$ cat config.mk
export PLATFORM = sky130hd
export DESIGN_NAME = minmax_filter
export DESIGN_NICKNAME = d
export VERILOG_FILES = /design/src/rtl/minmax_filter_pkg.sv /design/src/rtl/minmax_window_buf.sv /design/src/rtl/minmax_filter.sv
export SDC_FILE = /design/constraint.sdc
export NUM_CORES = 2
export LEC_CHECK = 0
export ABC_AREA = 0
export CAP_MARGIN = 20
export CORE_UTILIZATION = 45
export CTS_CLUSTER_DIAMETER = 200
export DETAILED_ROUTE_END_ITERATION = 8
export GPL_ROUTABILITY_DRIVEN = 1
export SYNTH_ARGS = -nofsm -noshare
export SYNTH_HDL_FRONTEND = slang
export SYNTH_SLANG_ARGS = --single-unit
export TNS_END_PERCENT = 20
$ cat constraint.sdc
create_clock -name clk -period 4.1 [get_ports clk]
set_input_delay 0.82 -clock clk [delete_from_list [all_inputs] [get_ports clk]]
set_output_delay 0.82 -clock clk [all_outputs]
set_load 0.01 [all_outputs]
$ cat src/rtl/minmax_filter_pkg.sv
// minmax_filter shared types: FSM state and width helpers.
// Imported by the filter top and its window buffer.
package minmax_filter_pkg;

  typedef enum logic [1:0] {
    IDLE,
    SCAN,
    UPDATE
  } state_t;

  function automatic int ptr_w(input int depth);
    return (depth > 1) ? $clog2(depth) : 1;
  endfunction

  function automatic int cnt_w(input int depth);
    return $clog2(depth + 1);
  endfunction

  function automatic int range_w(input int dw);
    return dw + 1;
  endfunction

  localparam int DEF_LOOK_BACK = 500;
  localparam int DEF_PTR_W = ptr_w(DEF_LOOK_BACK);

endpackage

$ cat src/rtl/minmax_window_buf.sv
// Circular sample RAM: synchronous write, registered 1-cycle read.
// Contents are never reset; validity is tracked by the filter.
module minmax_window_buf #(
  parameter int DW    = 8,
  parameter int DEPTH = 500,
  parameter int AW    = 9
) (
  input  logic          clk,
  input  logic          we,
  input  logic [AW-1:0] waddr,
  input  logic [DW-1:0] wdata,
  input  logic          re,
  input  logic [AW-1:0] raddr,
  output logic [DW-1:0] rdata
);

  logic [DW-1:0] mem [DEPTH];

  always_ff @(posedge clk) begin
    if (we) mem[waddr] <= wdata;
    if (re) rdata <= mem[raddr];
  end

endmodule

$ cat src/rtl/minmax_filter.sv
// Sliding-window max-min range detector with hysteresis trigger.
// Define MINMAX_FILTER_STATS_EN to expose range/min/max outputs.
module minmax_filter
  import minmax_filter_pkg::*;
#(
  parameter int SAMPLE_DATA_WIDTH = 8,
  parameter int LOOK_BACK         = 500,
  parameter int LOW_THRESHOLD     = 37,
  parameter int HIGH_THRESHOLD    = 74
) (
  input  logic                         clk,
  input  logic                         rst,
  input  logic                         axiiv,
  input  logic [SAMPLE_DATA_WIDTH-1:0] axiid,
`ifdef MINMAX_FILTER_STATS_EN
  output logic [SAMPLE_DATA_WIDTH:0]   range_out,
  output logic [SAMPLE_DATA_WIDTH-1:0] win_min,
  output logic [SAMPLE_DATA_WIDTH-1:0] win_max,
  output logic                         range_valid,
`endif
  output logic                         triggered
);

  localparam int W  = SAMPLE_DATA_WIDTH;
  localparam int AW = ptr_w(LOOK_BACK);
  localparam int CW = cnt_w(LOOK_BACK);
  localparam int RW = range_w(W);

  localparam logic [CW-1:0] FULL = CW'(LOOK_BACK);
  localparam logic [AW-1:0] LAST = AW'(LOOK_BACK - 1);
  localparam logic [RW-1:0] HI   = RW'(HIGH_THRESHOLD);
  localparam logic [RW-1:0] LO   = RW'(LOW_THRESHOLD);

  localparam logic signed [W-1:0] SMAX = {1'b0, {(W-1){1'b1}}};
  localparam logic signed [W-1:0] SMIN = {1'b1, {(W-1){1'b0}}};

  state_t state, state_nx;

  logic [AW-1:0]        wptr;
  logic [CW-1:0]        count;
  logic [CW-1:0]        scan_idx;
  logic                 rd_vld;
  logic signed [W-1:0]  rdata;
  logic signed [W-1:0]  cur_min;
  logic signed [W-1:0]  cur_max;
  logic [RW-1:0]        rng;
  logic                 rd_en;
  logic                 scan_done;
  logic                 upd;

  minmax_window_buf #(
    .DW    (W),
    .DEPTH (LOOK_BACK),
    .AW    (AW)
  ) u_buf (
    .clk   (clk),
    .we    (axiiv),
    .waddr (wptr),
    .wdata (axiid),
    .re    (rd_en),
    .raddr (AW'(scan_idx)),
    .rdata (rdata)
  );

  always_ff @(posedge clk or negedge rst) begin
    if (!rst) state <= IDLE;
    else      state <= state_nx;
  end

  always_comb begin
    state_nx = state;
    unique case (state)
      IDLE:    if (axiiv) state_nx = SCAN;
      SCAN: begin
        if (axiiv)          state_nx = SCAN;
        else if (scan_done) state_nx = UPDATE;
      end
      UPDATE:  state_nx = axiiv ? SCAN : IDLE;
      default: state_nx = IDLE;
    endcase
  end

  // A new sample always preempts the scan, so reads stop while axiiv is high.
  always_comb begin
    rd_en     = 1'b0;
    scan_done = 1'b0;
    upd       = 1'b0;
    unique case (1'b1)
      state == SCAN: begin
        rd_en     = !axiiv && (scan_idx != count);
        scan_done = rd_vld && (scan_idx == count);
      end
      state == UPDATE: upd = !axiiv;
      default: ;
    endcase
  end

  assign rng = {cur_max[W-1], cur_max} - {cur_min[W-1], cur_min};

  always_ff @(posedge clk or negedge rst) begin
    if (!rst) begin
      wptr      <= '0;
      count     <= '0;
      scan_idx  <= '0;
      rd_vld    <= 1'b0;
      cur_min   <= SMAX;
      cur_max   <= SMIN;
      triggered <= 1'b0;
    end else begin
      rd_vld <= rd_en;
      if (axiiv) begin
        wptr     <= (wptr == LAST) ? '0 : wptr + 1'b1;
        count    <= (count == FULL) ? count : count + 1'b1;
        scan_idx <= '0;
        cur_min  <= SMAX;
        cur_max  <= SMIN;
      end else begin
        if (rd_en) scan_idx <= scan_idx + 1'b1;
        if (rd_vld && state == SCAN) begin
          if (rdata < cur_min) cur_min <= rdata;
          if (rdata > cur_max) cur_max <= rdata;
        end
      end
      if (upd) begin
        if (rng > HI)      triggered <= 1'b1;
        else if (rng < LO) triggered <= 1'b0;
      end
    end
  end

`ifdef MINMAX_FILTER_STATS_EN
  assign range_valid = upd;

  always_ff @(posedge clk or negedge rst) begin
    if (!rst) begin
      range_out <= '0;
      win_min   <= '0;
      win_max   <= '0;
    end else if (upd) begin
      range_out <= rng;
      win_min   <= cur_min;
      win_max   <= cur_max;
    end
  end
`endif

endmodule

==> results.cfg <==
[status]
outcome = finished, violations left
violations = setup timing

[synthesis]
synth_seq_cells = 4055
avgSynthCellArea_sq_um = 21.2
syn_area_sq_um = 158000
synth_edf_count = 4008
yosys_warnings = 0
synth_top_flop_cell = edfxtp_1
ys_seq_area_share_pct = 76.7
synthArstFlopShare_pct = 1.16
syn_inst = 7466
syn_nets = 7508
netlist-cell-type-count = 70

[setup_path]
arrival_ns = 4.85
critical_path.startpoint_type = flip-flop
crit_path_max_fanout = 34
slowest_delay_ns = 0.63
path_cells = buf_12 -> buf_4 -> mux4_2 -> mux4_2 -> a22oi_1 -> a21oi_1 -> nor4_4 -> buf_4 -> a211oi_1
crit_family = multiplexers
cp.required_ns = 4.79
cpMaxStageDelayCell = dfrtp_4
path_class = flip-flop to flip-flop
worst-path-stages = 9
worst-path-buf-inv = 3
rr_worst_depth = 9
cp-end-kind = flip-flop

[sta]
layout_min_cycle_time_ns = 4.17
fin_crit_sh_pct = 102
setup_ws_ns = -0.0678
finalSetupViolCount = 1
slew_violations = 0
rsz0062_at_grt = yes
max_freq_ghz = 0.240
hold-worst-slack_ns = 0.196
finalSetupTns_ns = -0.0678
tightest_slew_ns = 1.21
slew_headroom_pct = 19.1
skew_ns = 0.0518
hold_viol_final = 0

[clock_network]
cts_root_buf = clkbuf_16
cts.sinks = 4055
cts_max_path_buffers = 4
cts_tree = done
numCtsBuffers = 414
clock_latency_ns = 0.97
cts.clk_slew.worst_paths_ns = 0.07
htree_levels = 5

[routing]
num_vias = 80054
drc = 0
dr.max_layer_used = met5
drt-met1-wl_um = 174000
met2_length_um = 207000
wl_per_cell_um = 33.4
firstDrtPassIters = 8
drt_iter0_drc = 9783
ant_nets = 0
wirelength_um = 436000
met3_length_um = 37200
via_per_inst = 6.13

[grt]
grt_max_degree = 156
grt_overflow_total = 0
grt_pass1_vias = 80522
antenna_found_initial = 26
grt_pass1_wl_um = 615000
grt_usage_pct = 24.4

[floorplan]
io_pins = 12
num_rows = 217
coreArea_sq_um = 350000
initial_core_util_pct = 45.3
dieArea_sq_um = 354000
die_h_um = 595
fp.dieW_um = 595

[power_and_ir_drop]
power_frac_comb_pct = 22.3
internal_power_mw = 78.1
p_clk_share_pct = 34.6
power_leakage_nw = 56.8
p_per_area_nw_per_um2 = 591
p_sw_share_pct = 27.4
power_frac_seq_pct = 43.1
ir_worst_vdd_uv = 384
p_switching_mw = 29.5
power.total_mw = 108

[place]
place_area_sq_um = 168000
dp_cells = 12289
portBuffers = 11
hpwlAfterDp_um = 273000
gp_congestion = 0.878
dpl_worst_slack_ns = -0.416

[cells_and_area]
fin_nets = 8154
final_common_cell = edfxtp_1
syn_to_final_growth_pct = 14.8
fin_area_sq_um = 182000
drive_above_1_share_pct = 27.2
fin_util_pct = 52.0
most-common-layout-cells = edfxtp_1 (4008), mux4_2 (960), nor2_1 (593)
final_cells = 13062

[flow_run]
timing.max_cap.violations = 0

[min_path]
hold-path-cell-count = 1
hold_class = input pin to flip-flop
==> per-layer routing <==
| metal | vias to the layer above | global-route usage (%) |
|---|---|---|
| li1 | 32555 | - |
| met1 | 42911 | 34.1 |
| met2 | 3823 | 38.7 |
| met3 | 749 | 4.38 |
| met4 | 16 | 8.72 |
| met5 | - | 0 |
==> power by group through the flow <==
stage | clock [mW] | sequential [mW] | combinational (mW)
after floorplan | 0 | 47.0 | 15.4
after global placement | 0 | 47.1 | 23.9
after detailed placement | 0 | 47.2 | 24.1
after CTS | 37.7 | 46.3 | 24.2
after global routing | 39.1 | 46.3 | 25.0
final | 37.2 | 46.3 | 24.0
==> cell type report <==
| class | count | area, sq um |
|---|---|---|
| Antenna cell | 6 | 15.0 |
| Clock buffer | 505 | 10900 |
| Clock inverter | 256 | 2420 |
| Fill cell | 27152 | 168000 |
| Inverter | 42 | 168 |
| Multi-Input combinational cell | 2904 | 34300 |
| Sequential cell | 4055 | 122000 |
| Tap cell | 4599 | 5750 |
| Timing Repair Buffer | 695 | 6790 |
==> state kept, by name (all words and copies together) (netlist names) <==
name and count:
u_buf.mem 4000, count 9, scan_idx 9, wptr 9, cur_max 8, cur_min 8
u_buf.rdata 8, state 2, rd_vld 1, triggered 1
==> cell usage after synthesis, types with 10 or more instances <==
cell type	count	area, sq um
a211oi_1	15	113
a21o_1	10	75.1
a21oi_1	113	566
a221oi_1	25	219
a22o_1	22	193
a22oi_1	69	518
a31oi_1	11	68.8
and2_1	14	87.6
buf_1	38	143
buf_2	70	350
buf_4	48	360
buf_6	71	800
buf_8	10	150
clkbuf_1	226	848
dfrtp_1	39	976
edfxtp_1	4008	120000
ha_1	30	375
inv_1	41	154
mux2_2	16	180
mux2i_1	323	3230
mux4_2	960	21600
nand2_1	117	439
nand2b_1	12	75.1
nand3_1	59	295
nand4_1	19	119
nor2_1	599	2250
nor2b_1	16	100
nor3_1	42	210
nor4_1	15	93.8
o21ai_0	48	240
o221ai_1	120	1050
o22ai_1	99	619
xnor2_1	23	201
xor2_1	11	96.3
==> final timing paths <==
| check | from | end | slack (ns) |
|---|---|---|---|
| max | scan_idx[0] | u_buf.rdata[4] | -0.07 |
| min | axiid[0] | u_buf.mem[64][0] | 0.20 |
| max in group asynchronous | rst | cur_min[4] | 2.59 |
| min in group asynchronous | rst | state[1] | 0.57 |
| min reg2reg | cur_min[0] | cur_min[0] | 0.49 |
| max reg2reg | scan_idx[0] | u_buf.rdata[4] | -0.07 |
==> logic make-up after synthesis <==
group           synth area share [%]
fa+ha+maj                      0.250
compound gates                  2.74
xor+xnor                       0.188
mux                             15.8
buf+inv                         1.80
flops                           76.7
simple gates                    2.47
==> repair_timing <==
action,CTS,global route
resized for setup,8,4
setup endpoints to repair,4,3
hold endpoints to repair,25,0
setup buffers,0,5
pin swaps,0,1
hold buffers,1,0
(Power assumes the default switching activity.)
